$ cat src/rtl/rf_cmd_pkg.sv
// Shared opcodes, FSM state encoding and defaults for the
// register-file command controller.
package rf_cmd_pkg;

    localparam int DATA_W_DEF = 8;

    localparam logic [7:0] WR_CMD = 8'hAA;
    localparam logic [7:0] RD_CMD = 8'hBB;

    typedef enum logic [2:0] {
        IDLE,
        WR_ADDR,
        WR_DATA,
        RD_ADDR,
        RD_ISSUE,
        RD_WAIT,
        TX_SEND
    } state_t;

    // States in which the next byte of a command is awaited
    function automatic logic waits_for_byte(input state_t s);
        return s inside {WR_ADDR, WR_DATA, RD_ADDR};
    endfunction

    // States in which a read is in flight and new bytes overrun
    function automatic logic read_in_flight(input state_t s);
        return s inside {RD_ISSUE, RD_WAIT, TX_SEND};
    endfunction

endpackage

$ cat src/rtl/rf_cmd_timer.sv
// Inter-byte idle timer: loadable down-counter with clear,
// flagging expiry on the last counted idle cycle.
module rf_cmd_timer #(
    parameter int TIMEOUT = 1024,
    localparam int CNT_W = $clog2(TIMEOUT + 1)
) (
    input  logic clk,
    input  logic rst,
    input  logic clr_i,
    input  logic load_i,
    input  logic en_i,
    output logic expire_o
);

    localparam logic [CNT_W-1:0] LOAD_V = CNT_W'(TIMEOUT);
    localparam logic [CNT_W-1:0] ONE_V  = CNT_W'(1);

    logic [CNT_W-1:0] cnt_q, cnt_d;

    always_ff @(posedge clk) begin
        if (rst) begin
            cnt_q <= '0;
        end else begin
            cnt_q <= cnt_d;
        end
    end

    always_comb begin
        cnt_d = cnt_q;
        if (clr_i) begin
            cnt_d = '0;
        end else if (load_i) begin
            cnt_d = LOAD_V;
        end else if (en_i && cnt_q != '0) begin
            cnt_d = cnt_q - ONE_V;
        end
    end

    assign expire_o = en_i && !clr_i && !load_i && (cnt_q == ONE_V);

endmodule

$ cat src/rtl/rf_cmd_ctrl.sv
// Byte-stream command parser driving register-file write/read
// strobes and returning read data over a valid/busy handshake.
module rf_cmd_ctrl
    import rf_cmd_pkg::*;
#(
    parameter int DATA_W  = DATA_W_DEF,
    parameter int DEPTH   = 16,
    parameter int TIMEOUT = 1024,
    localparam int ADDR_W = $clog2(DEPTH)
) (
    input  logic              clk,
    input  logic              rst,
    input  logic [DATA_W-1:0] rx_data,
    input  logic              rx_valid,
    output logic              rf_wren,
    output logic              rf_rden,
    output logic [ADDR_W-1:0] rf_address,
    output logic [DATA_W-1:0] rf_wrdata,
    input  logic [DATA_W-1:0] rf_rddata,
    input  logic              rf_rddata_valid,
    output logic [DATA_W-1:0] tx_data,
    output logic              tx_valid,
    input  logic              tx_busy,
    output logic              cmd_error
);

    localparam logic [DATA_W-1:0] DEPTH_B = DATA_W'(DEPTH);
    localparam logic [DATA_W-1:0] WR_B    = DATA_W'(WR_CMD);
    localparam logic [DATA_W-1:0] RD_B    = DATA_W'(RD_CMD);

    state_t            state_q, state_d;
    logic              wren_q, wren_d;
    logic              rden_q, rden_d;
    logic [ADDR_W-1:0] addr_q, addr_d;
    logic [DATA_W-1:0] wrdata_q, wrdata_d;
    logic [DATA_W-1:0] txd_q, txd_d;
    logic              txv_q, txv_d;
    logic              err_q, err_d;

    logic waiting;
    logic expire;
    logic in_range;

    assign waiting  = waits_for_byte(state_q);
    assign in_range = rx_data < DEPTH_B;

    // Any received byte restarts the idle window
    rf_cmd_timer #(
        .TIMEOUT (TIMEOUT)
    ) u_timer (
        .clk      (clk),
        .rst      (rst),
        .clr_i    (!waiting && !rx_valid),
        .load_i   (rx_valid),
        .en_i     (waiting && !rx_valid),
        .expire_o (expire)
    );

    always_ff @(posedge clk) begin
        if (rst) begin
            state_q  <= IDLE;
            wren_q   <= 1'b0;
            rden_q   <= 1'b0;
            addr_q   <= '0;
            wrdata_q <= '0;
            txd_q    <= '0;
            txv_q    <= 1'b0;
            err_q    <= 1'b0;
        end else begin
            state_q  <= state_d;
            wren_q   <= wren_d;
            rden_q   <= rden_d;
            addr_q   <= addr_d;
            wrdata_q <= wrdata_d;
            txd_q    <= txd_d;
            txv_q    <= txv_d;
            err_q    <= err_d;
        end
    end

    always_comb begin
        state_d  = state_q;
        wren_d   = 1'b0;
        rden_d   = 1'b0;
        addr_d   = addr_q;
        wrdata_d = wrdata_q;
        txd_d    = txd_q;
        txv_d    = txv_q;
        err_d    = 1'b0;

        unique case (state_q)
            IDLE: begin
                if (rx_valid) begin
                    if (rx_data == WR_B) begin
                        state_d = WR_ADDR;
                    end else if (rx_data == RD_B) begin
                        state_d = RD_ADDR;
                    end else begin
                        err_d = 1'b1;
                    end
                end
            end
            WR_ADDR, RD_ADDR: begin
                if (rx_valid) begin
                    if (in_range) begin
                        addr_d  = rx_data[ADDR_W-1:0];
                        rden_d  = (state_q == RD_ADDR);
                        state_d = (state_q == WR_ADDR) ? WR_DATA : RD_ISSUE;
                    end else begin
                        err_d   = 1'b1;
                        state_d = IDLE;
                    end
                end else if (expire) begin
                    err_d   = 1'b1;
                    state_d = IDLE;
                end
            end
            WR_DATA: begin
                if (rx_valid) begin
                    wrdata_d = rx_data;
                    wren_d   = 1'b1;
                    state_d  = IDLE;
                end else if (expire) begin
                    err_d   = 1'b1;
                    state_d = IDLE;
                end
            end
            RD_ISSUE: begin
                state_d = RD_WAIT;
            end
            RD_WAIT: begin
                if (rf_rddata_valid) begin
                    txd_d   = rf_rddata;
                    txv_d   = 1'b1;
                    state_d = TX_SEND;
                end else begin
                    err_d   = 1'b1;
                    state_d = IDLE;
                end
            end
            TX_SEND: begin
                if (!tx_busy) begin
                    txv_d   = 1'b0;
                    state_d = IDLE;
                end
            end
            default: begin
                state_d = IDLE;
            end
        endcase

        // Bytes arriving mid-read are dropped without disturbing it
        if (rx_valid && read_in_flight(state_q)) begin
            err_d = 1'b1;
        end
    end

    assign rf_wren    = wren_q;
    assign rf_rden    = rden_q;
    assign rf_address = addr_q;
    assign rf_wrdata  = wrdata_q;
    assign tx_data    = txd_q;
    assign tx_valid   = txv_q;
    assign cmd_error  = err_q;

endmodule

$ cat config.mk
export PLATFORM = sky130hd
export DESIGN_NAME = rf_cmd_ctrl
export DESIGN_NICKNAME = d
export VERILOG_FILES = /design/src/rtl/rf_cmd_pkg.sv /design/src/rtl/rf_cmd_timer.sv /design/src/rtl/rf_cmd_ctrl.sv
export SDC_FILE = /design/constraint.sdc
export NUM_CORES = 1
export LEC_CHECK = 0
export CELL_PAD_IN_SITES_DETAIL_PLACEMENT = 1
export CELL_PAD_IN_SITES_GLOBAL_PLACEMENT = 2
export CORE_MARGIN = 2
export CORE_UTILIZATION = 25
export CTS_BUF_LIST = sky130_fd_sc_hd__clkbuf_8
export CTS_CLUSTER_DIAMETER = 40
export CTS_CLUSTER_SIZE = 25
export DETAILED_ROUTE_END_ITERATION = 8
export GPL_TIMING_DRIVEN = 0
export PLACE_DENSITY = 0.67
export SLEW_MARGIN = 20
export SYNTH_ARGS = -nofsm -noshare
export SYNTH_HDL_FRONTEND = slang
export SYNTH_SLANG_ARGS = --single-unit
export TNS_END_PERCENT = 5
$ cat constraint.sdc
create_clock -name clk -period 1.9 [get_ports clk]
set_input_delay 0.57 -clock clk [delete_from_list [all_inputs] [get_ports clk]]
set_output_delay 0.57 -clock clk [all_outputs]
set_load 0.03 [all_outputs]
==> results of run 1 <==
[worst register-to-register path, stage by stage (launching register included)]
cell,delay (ps)
dfxtp_1,360
inv_1,110
ha_1,200
or4b_1,540
o2111ai_1,250
xor2_1,160
nor2_1,50
[kinds of logic (layout without fill, tap and decap cells)]
family,Yosys count,count (layout),synth area share
flip-flops,38,38,0.436
XOR/XNOR,7,7,0.0351
AND/OR/NAND/NOR,91,91,0.283
multiplexers,6,6,0.0344
AO/OA/AOI/OAI,44,44,0.166
buffers and inverters,11,64,0.0244
adder cells (fa/ha/maj),3,3,0.0215
[sequential cells by signal, summed over array words and instances (netlist names)]
| name | count |
|---|---|
| state_q | 3 |
| cmd_error | 1 |
| rf_wrdata | 8 |
| rf_address | 4 |
| tx_valid | 1 |
| rf_wren | 1 |
| u_timer.cnt_q | 11 |
| rf_rden | 1 |
| tx_data | 8 |
[power by group through the flow]
| stage | Sequential (mW) | Combinational [mW] | Clock (mW) |
|---|---|---|---|
| finish | 0.839 | 0.345 | 0.867 |
| detailed placement | 0.858 | 0.345 | 0 |
| floorplan | 0.873 | 0.203 | 0 |
| global route | 0.844 | 0.384 | 0.937 |
| CTS | 0.840 | 0.345 | 0.888 |
| global placement | 0.858 | 0.344 | 0 |
[area by class of cell]
cell class / instances / area (um2) / share of cell area
Buffer: 7 / 30.0 / 0.0119
Clock buffer: 6 / 82.6 / 0.0329
Clock inverter: 2 / 60.1 / 0.0239
Inverter: 3 / 11.3 / 0.00448
Multi-Input combinational cell: 151 / 962 / 0.383
Sequential cell: 38 / 761 / 0.303
Tap cell: 96 / 120 / 0.0478
Timing Repair Buffer: 46 / 487 / 0.194
[metrics by stage]
stage                      util  setup TNS (ps)  instance area (um2)
after global routing      0.370           -24.8                 2510
after CTS                 0.362               0                 2460
after floorplan               -               0                 1750
after global placement    0.340           -8280                 2310
after detailed placement  0.340           -8660                 2310
final                     0.370               0                 2510
[repair_timing]
item	4_1_cts	5_1_grt
resized for setup	12	21
setup buffers	2	0
pin swaps	2	0
setup endpoints to repair	23	31
[how the worst max path moves through the flow]
stage                     slack [ps]  cells after the start          endpoint
after CTS                          3                      1        tx_data[6]
final                             60                      1         cmd_error
after detailed placement        -540                      5        state_q[1]
after global placement          -530                      5        state_q[1]
after floorplan                  180                      4        state_q[1]
after global routing             -20                      5  u_timer.cnt_q[1]
[placed cells by master, fill, tap and decap left out, drive strengths merged, types with 2 or more instances in the layout]
master | synthesis | final
dfxtp | 38 | 38
nand2 | 37 | 37
a21oi | 21 | 21
nor2 | 21 | 21
clkdlybuf4s50 | 0 | 18
dlymetal6s2s | 0 | 17
clkbuf | 7 | 12
dlygate4sd2 | 0 | 9
mux2i | 6 | 6
nor4 | 5 | 5
xor2 | 4 | 4
o211ai | 4 | 4
inv | 3 | 3
nand4b | 3 | 3
nand2b | 3 | 3
xnor2 | 3 | 3
o21ai | 3 | 3
a211oi | 3 | 3
nand3b | 3 | 3
ha | 3 | 3
nand3 | 3 | 3
buf | 1 | 3
nor2b | 2 | 2
nor3b | 2 | 2
a31oi | 2 | 2
o21ba | 2 | 2
bufinv | 0 | 2
or4 | 2 | 2
nor3 | 2 | 2
o2111ai | 2 | 2
a2111oi | 2 | 2
[layer usage]
layer / routed length, um / vias up / GRT usage / share of wire
li1: - / 814 / - / -
met1: 2360 / 759 / 0.186 / 0.48
met2: 2290 / 31 / 0.217 / 0.46
met3: 253 / 6 / 0.0443 / 0.051
met4: 63 / 0 / 0.0420 / 0.013
met5: 0 / - / 0 / 0
==> impl_metrics.json, run 1 <==
{
  "core_area_um2": 6790,
  "clkPwrFrac": 0.423,
  "critPathArrivalTime_ps": 1270,
  "pwr-share-seq": 0.409,
  "cts_buffer_depth": 2,
  "syn_area_um2": 1750,
  "final_cells": 349,
  "switching_power_uw": 514,
  "min_path_cells": 2,
  "rsz0062_at_grt": "yes",
  "antenna_found_initial": 0,
  "ant_nets": 0,
  "synth_nets": 224,
  "cp-start-kind": "flip-flop",
  "path_max_fanout": 1,
  "ys_seq_area_frac": 0.436,
  "fin_ws_ps": 59.1,
  "initial_core_util": 0.257,
  "setup_viol": 0,
  "slew_violations": 0,
  "yosys.cell_count.top_type": "dfxtp_1",
  "syn_inst": 200,
  "r2r-start": "u_timer.cnt_q[1]",
  "io_buffers": 44,
  "firstDrtPassIters": 4,
  "reg2reg_setup_slack_ps": 110,
  "synth_top_area_cell": "dfxtp_1",
  "whs_ps": 455,
  "wl_per_cell_um": 14.2,
  "vias": 1610,
  "grt_use_total": 0.140,
  "cts.sinks": 38,
  "ys_top_cells_by_area": "dfxtp_1 44%, nand2_1 8.0%, a21oi_1 6.0%",
  "power.total_mw": 2.05,
  "hold_class": "flip-flop to flip-flop",
  "dr.first_iter.drc_count": 45,
  "cts_hold_buffers": 0,
  "ys.flop_type": "dfxtp_1",
  "grt_max_degree": 13,
  "htree_levels": 2,
  "p_int_mw": 1.54,
  "gr-total-overflow": 0,
  "startpoint": "cmd_error",
  "powerDensity_nw_per_um2": 816,
  "critical_path_class": "flip-flop to output port",
  "crit_path_end_kind": "output port",
  "cts_tree": "built",
  "synth_enable_flop_cells": 0,
  "cts.reportedPaths.clkPinSlew_ps": 80,
  "tightest_slew_ps": 516,
  "max_freq_mhz": 543,
  "wl_um": 4970,
  "fin_nets": 276,
  "slowest_stage": "clkdlybuf4s50_1",
  "place_hpwl_um": 3660,
  "yosysWarnings": 0,
  "cts_buffers": 5,
  "via_per_inst": 4.61,
  "ys_types": 45,
  "place.gp.congestion": 0.709,
  "ir_drop_mv": 0.257,
  "max_slew_margin": 0.653,
  "grt_pass1_vias": 1673,
  "rr_endpoint": "u_timer.cnt_q[7]",
  "grt_pass1_wl_um": 8250,
  "synthArstFlopShare": 0,
  "hold_start": "tx_data[5]",
  "postSynthAreaPerCell_um2": 8.73,
  "synth_seq_cells": 38,
  "ff2ff_path_depth": 6,
  "fp-row-count": 30,
  "final_layout_size_suffix_gt1_frac": 0.103,
  "n_antenna_cell": 0,
  "placedCellCount": 340,
  "clock_skew_ps": 5.41,
  "clock_latency_ps": 300,
  "period_share": 0.969,
  "max_cap_viol_count": 0,
  "power.leakage_nw": 1.20,
  "min_period_ps": 1840,
  "path_cells": "clkdlybuf4s50_1",
  "die_x_um": 87.6,
  "status": "complete, no violations",
  "slowest_delay_ps": 670,
  "switching_share": 0.251,
  "die-area_um2": 7670,
  "synth_top_area_frac": 0.436,
  "worst-path-buf-inv": 1,
  "cts-root-buf": "clkbuf_8",
  "p_comb_frac": 0.168,
  "area_growth_pct": 43.9,
  "synth_common_cells": "38 x dfxtp_1, 37 x nand2_1, 21 x a21oi_1, 21 x nor2_1, 7 x clkbuf_1",
  "hold_viol": 0,
  "hold_path_end": "tx_data[5]",
  "cp.required_ps": 1330,
  "drc": 0,
  "critical_path.top_delay_family": "buffers and inverters",
  "fillers": 814,
  "io-pin-count": 45,
  "die_h_um": 87.6,
  "dp_slack_ps": -539
}
(Power assumes the default switching activity.)
==> inputs of run 2 (changes only) <==
--- a/config.mk
+++ b/config.mk
@@ -10,10 +10,10 @@
 export CORE_MARGIN = 2
 export CORE_UTILIZATION = 25
 export CTS_BUF_LIST = sky130_fd_sc_hd__clkbuf_8
-export CTS_CLUSTER_DIAMETER = 40
 export CTS_CLUSTER_SIZE = 25
 export DETAILED_ROUTE_END_ITERATION = 8
 export GPL_TIMING_DRIVEN = 0
+export MAX_ROUTING_LAYER = met4
 export PLACE_DENSITY = 0.67
 export SLEW_MARGIN = 20
 export SYNTH_ARGS = -nofsm -noshare
==> constraint.sdc (replaced) <==
create_clock -name clk -period 1.9 [get_ports clk]
set_input_delay 0.57 -clock clk [delete_from_list [all_inputs] [get_ports clk]]
set_output_delay 0.57 -clock clk [all_outputs]
set_load 0.005 [all_outputs]
==> impl_metrics.json, run 2 (same netlist as run 1, synthesis figures left out) <==
{
  "htree_levels": 2,
  "clkPwrFrac": 0.426,
  "hold_viol": 0,
  "drc": 0,
  "critical_path_class": "primary input to flip-flop",
  "die_x_um": 87.6,
  "io_buffers": 44,
  "power.leakage_nw": 0.892,
  "cts.sinks": 38,
  "fin_ws_ps": 70.2,
  "area_growth_pct": 42.5,
  "via_per_inst": 4.60,
  "max_slew_margin": 0.653,
  "max_freq_mhz": 547,
  "grt_pass1_vias": 1679,
  "die_h_um": 87.6,
  "max_cap_viol_count": 0,
  "p_comb_frac": 0.162,
  "fin_nets": 276,
  "place_hpwl_um": 3660,
  "initial_core_util": 0.257,
  "met1_length_um": 2430,
  "powerDensity_nw_per_um2": 819,
  "min_period_ps": 1830,
  "largest_reg_flops": 11,
  "cts_buffers": 5,
  "final_layout_size_suffix_gt1_frac": 0.103,
  "fillers": 805,
  "wl_met3_um": 209,
  "cp-start-kind": "primary input",
  "status": "complete, no violations",
  "switching_share": 0.244,
  "io-pin-count": 45,
  "final_cells": 349,
  "clock_latency_ps": 300,
  "hold_class": "flip-flop to flip-flop",
  "die-area_um2": 7670,
  "setup_viol": 0,
  "path_max_fanout": 9,
  "power.total_mw": 2.04,
  "final_common_cell": "clkdlybuf4s50_1",
  "core_area_um2": 6790,
  "dr.first_iter.drc_count": 40,
  "firstDrtPassIters": 4,
  "placedCellCount": 340,
  "cts_buffer_depth": 2,
  "tightest_slew_ps": 516,
  "p_int_mw": 1.54,
  "critPathArrivalTime_ps": 2030,
  "n_antenna_cell": 0,
  "final_util": 0.366,
  "regMostFlops": "u_timer.cnt_q",
  "layout_common_cells": "40 x clkdlybuf4s50_1, 38 x dfxtp_1, 37 x nand2_1",
  "rsz0062_at_grt": "yes",
  "grt_pass1_wl_um": 8250,
  "cts.reportedPaths.clkPinSlew_ps": 80,
  "switching_power_uw": 497,
  "cts_tree": "built",
  "period_share": 0.963,
  "ant_nets": 0,
  "ir_drop_mv": 0.254,
  "grt_use_total": 0.144,
  "cts-root-buf": "clkbuf_8",
  "pwr-share-seq": 0.412,
  "crit_path_end_kind": "flip-flop",
  "grt_max_degree": 13,
  "wl_per_cell_um": 14.3,
  "topRoutingLayerUsed": "met4",
  "vias": 1606,
  "gr-total-overflow": 0,
  "clock_skew_ps": 5.50,
  "wl_um": 4980,
  "cp.required_ps": 2100,
  "fp-row-count": 30,
  "place.gp.congestion": 0.717,
  "slew_violations": 0,
  "dp_slack_ps": -539,
  "dr_wl_met2_um": 2280,
  "antenna_found_initial": 0
}
run 2: cell count changes in the layout (fill, tap and decap cells not counted):
cell	delta
dlygate4sd2_1	-8
clkdlybuf4s50_1	+22
dlymetal6s2s_1	-14
run 2: worst paths after layout:
path / start / cells past startpoint / end / slack, ps
setup / recovery: rf_rddata_valid / 5 / state_q[1] / 70
hold / removal: tx_data[5] / 2 / tx_data[5] / 460
setup reg to reg: u_timer.cnt_q[1] / 6 / u_timer.cnt_q[7] / 110
hold reg to reg: tx_data[5] / 2 / tx_data[5] / 460
run 2: through the flow:
stage / area, um2 / hold WS [ps] / setup TNS, ps
2_1_floorplan: 1750 / 453 / 0
3_3_place_gp: 2310 / 442 / -8280
3_5_place_dp: 2310 / 451 / -8660
4_1_cts: 2470 / 462 / -8.82
5_1_grt: 2490 / 483 / -24.7
6_report: 2490 / 458 / 0
run 2: worst max-delay path, stage by stage:
cell and delay [ps]:
clkdlybuf4s50_1 540, and4b_2 390, a31oi_1 90, o221a_2 170, a2111oi_2 280
run 2: cell type report:
type,instances,area (um2),area share
clock inverter,2,60.1,0.0241
clock buffer,6,82.6,0.0332
inverter,3,11.3,0.00452
sequential,38,761,0.306
timing repair buffer,46,462,0.186
tap,96,120,0.0483
buffer,7,30.0,0.0121
multi-input combinational,151,962,0.387
run 2: metal layers:
layer / GRT usage / vias to the layer above
met3: 0.0405 / 6
met5: - / -
met4: 0.0420 / 0
met1: 0.188 / 756
li1: - / 813
met2: 0.218 / 31
run 2: power by group through the flow:
stage                     Clock (mW)  Sequential (mW)  Combinational (mW)
after CTS                      0.888            0.840               0.330
final                          0.868            0.840               0.329
after global placement             0            0.858               0.325
after global routing           0.937            0.844               0.369
after detailed placement           0            0.858               0.326
after floorplan                    0            0.854               0.203
run 2: timing repair:
| item | CTS | global route |
|---|---|---|
| pin swaps | 2 | 1 |
| hold buffers | 0 | 0 |
| gates resized for setup | 5 | 6 |
| setup buffers | 2 | 0 |
| endpoints found under the hold margin | 0 | 0 |
| endpoints found under the setup margin | 17 | 14 |
==> inputs of run 3 (changes only) <==
--- a/config.mk
+++ b/config.mk
@@ -14,7 +14,7 @@
 export DETAILED_ROUTE_END_ITERATION = 8
 export GPL_TIMING_DRIVEN = 0
 export MAX_ROUTING_LAYER = met4
-export PLACE_DENSITY = 0.67
+export PLACE_DENSITY_LB_ADDON = 0.15
 export SLEW_MARGIN = 20
 export SYNTH_ARGS = -nofsm -noshare
 export SYNTH_HDL_FRONTEND = slang
==> impl_metrics.json, run 3 (same netlist as run 1, synthesis figures left out) <==
{
  "grt_pass1_wl_um": 8100,
  "cp-start-kind": "primary input",
  "die_x_um": 87.6,
  "n_antenna_cell": 0,
  "cts.reportedPaths.clkPinSlew_ps": 80,
  "grt_pass1_vias": 1631,
  "cts_buffer_depth": 2,
  "regArea_um2": 761,
  "worst-path-buf-inv": 1,
  "cts_tree": "built",
  "hold_start": "tx_data[2]",
  "hold_viol": 0,
  "cp.required_ps": 2090,
  "die-area_um2": 7670,
  "critPathArrivalTime_ps": 2030,
  "antenna_found_initial": 0,
  "wl_per_cell_um": 14.3,
  "slowest_stage": "clkdlybuf4s50_1",
  "fillers": 804,
  "startpoint": "rf_rddata_valid",
  "max_cap_viol_count": 0,
  "io-pin-count": 45,
  "via_per_inst": 4.56,
  "tightest_slew_ps": 561,
  "area_growth_pct": 40.6,
  "wl_um": 4980,
  "crit_path_end_kind": "flip-flop",
  "power.total_mw": 1.76,
  "critical_path_class": "primary input to flip-flop",
  "grt_max_degree": 12,
  "fin_ws_ps": 62.8,
  "period_share": 0.967,
  "gr-total-overflow": 0,
  "path_max_fanout": 9,
  "grt_use_total": 0.140,
  "r2r-start": "u_timer.cnt_q[4]",
  "layout_common_cells": "40 x clkdlybuf4s50_1, 38 x dfxtp_1, 37 x nand2_1",
  "final_layout_size_suffix_gt1_frac": 0.119,
  "max_freq_mhz": 544,
  "slew_violations": 0,
  "cp_num_cells": 5,
  "io_buffers": 44,
  "fp-row-count": 30,
  "htree_levels": 2,
  "ant_nets": 0,
  "cts_buffers": 5,
  "place_hpwl_um": 3770,
  "slowest_delay_ps": 530,
  "firstDrtPassIters": 4,
  "critical_path.top_delay_family": "buffers and inverters",
  "fin_nets": 276,
  "regMostFlops": "u_timer.cnt_q",
  "cts.sinks": 38,
  "setup_viol": 0,
  "final_common_cell": "clkdlybuf4s50_1",
  "die_h_um": 87.6,
  "drc": 0,
  "initial_core_util": 0.257,
  "min_path_cells": 2,
  "powerDensity_nw_per_um2": 715,
  "status": "complete, no violations",
  "ff2ff_path_depth": 4,
  "core_area_um2": 6790,
  "cts-root-buf": "clkbuf_8",
  "dp_slack_ps": -562,
  "hold_class": "flip-flop to flip-flop",
  "min_period_ps": 1840,
  "vias": 1590,
  "place.gp.congestion": 0.737,
  "multi_input_area_um2": 978,
  "largest_reg_flops": 11,
  "dr.first_iter.drc_count": 36,
  "power.leakage_nw": 0.884,
  "clock_latency_ps": 290,
  "ir_drop_mv": 0.299,
  "clock_skew_ps": 2.84,
  "max_slew_margin": 0.623,
  "path_cells": "clkdlybuf4s50_1, and4b_2, a31oi_1, o221a_2, a2111oi_2",
  "rsz0062_at_grt": "yes"
}
==> run 3: worst paths after layout <==
check        slack, ps          to
max                 60  state_q[1]
min                450  tx_data[2]
max reg2reg        180  state_q[1]
min reg2reg        450  tx_data[2]
==> run 3: layout make-up <==
type | instances | area share
Clock buffer | 6 | 0.0336
Buffer | 7 | 0.0132
Multi-Input combinational cell | 151 | 0.398
Clock inverter | 2 | 0.00357
Tap cell | 96 | 0.0489
Timing Repair Buffer | 46 | 0.188
Inverter | 3 | 0.00458
Sequential cell | 38 | 0.310
==> run 3: worst min-delay path: stages (launching register included) <==
cell and delay (ps):
dfxtp_1 310, nand2_1 50, a21oi_1 50
==> run 3: repair_timing <==
action	4_1_cts	5_1_grt
hold buffers	0	0
buffers inserted	2	0
gates resized for setup	6	11
pin swaps	2	1
endpoints found under the setup margin	16	11
==> run 3: stage by stage <==
stage	hold slack (ps)	util	instances	setup TNS [ps]	area, um2
5_1_grt	477	0.362	349	-17.9	2460
4_1_cts	457	0.356	349	-35.1	2420
3_5_place_dp	446	0.340	340	-8550	2310
3_3_place_gp	443	0.340	340	-8590	2310
6_report	454	0.362	349	0	2460
2_1_floorplan	453	-	200	0	1750
==> run 3: where the power goes <==
group	switching [mW]	total [mW]	leakage [nW]	internal, mW
clock network	0.291	0.579	0.0524	0.288
registers	0.0222	0.841	0.307	0.819
logic	0.169	0.335	0.524	0.165
==> run 3: metal layers <==
metal | track usage | vias up | wire length [um]
li1 | - | 813 | -
met1 | 0.180 | 746 | 2370
met2 | 0.221 | 27 | 2410
met3 | 0.0302 | 4 | 159
met4 | 0.0378 | 0 | 43
met5 | - | - | 0
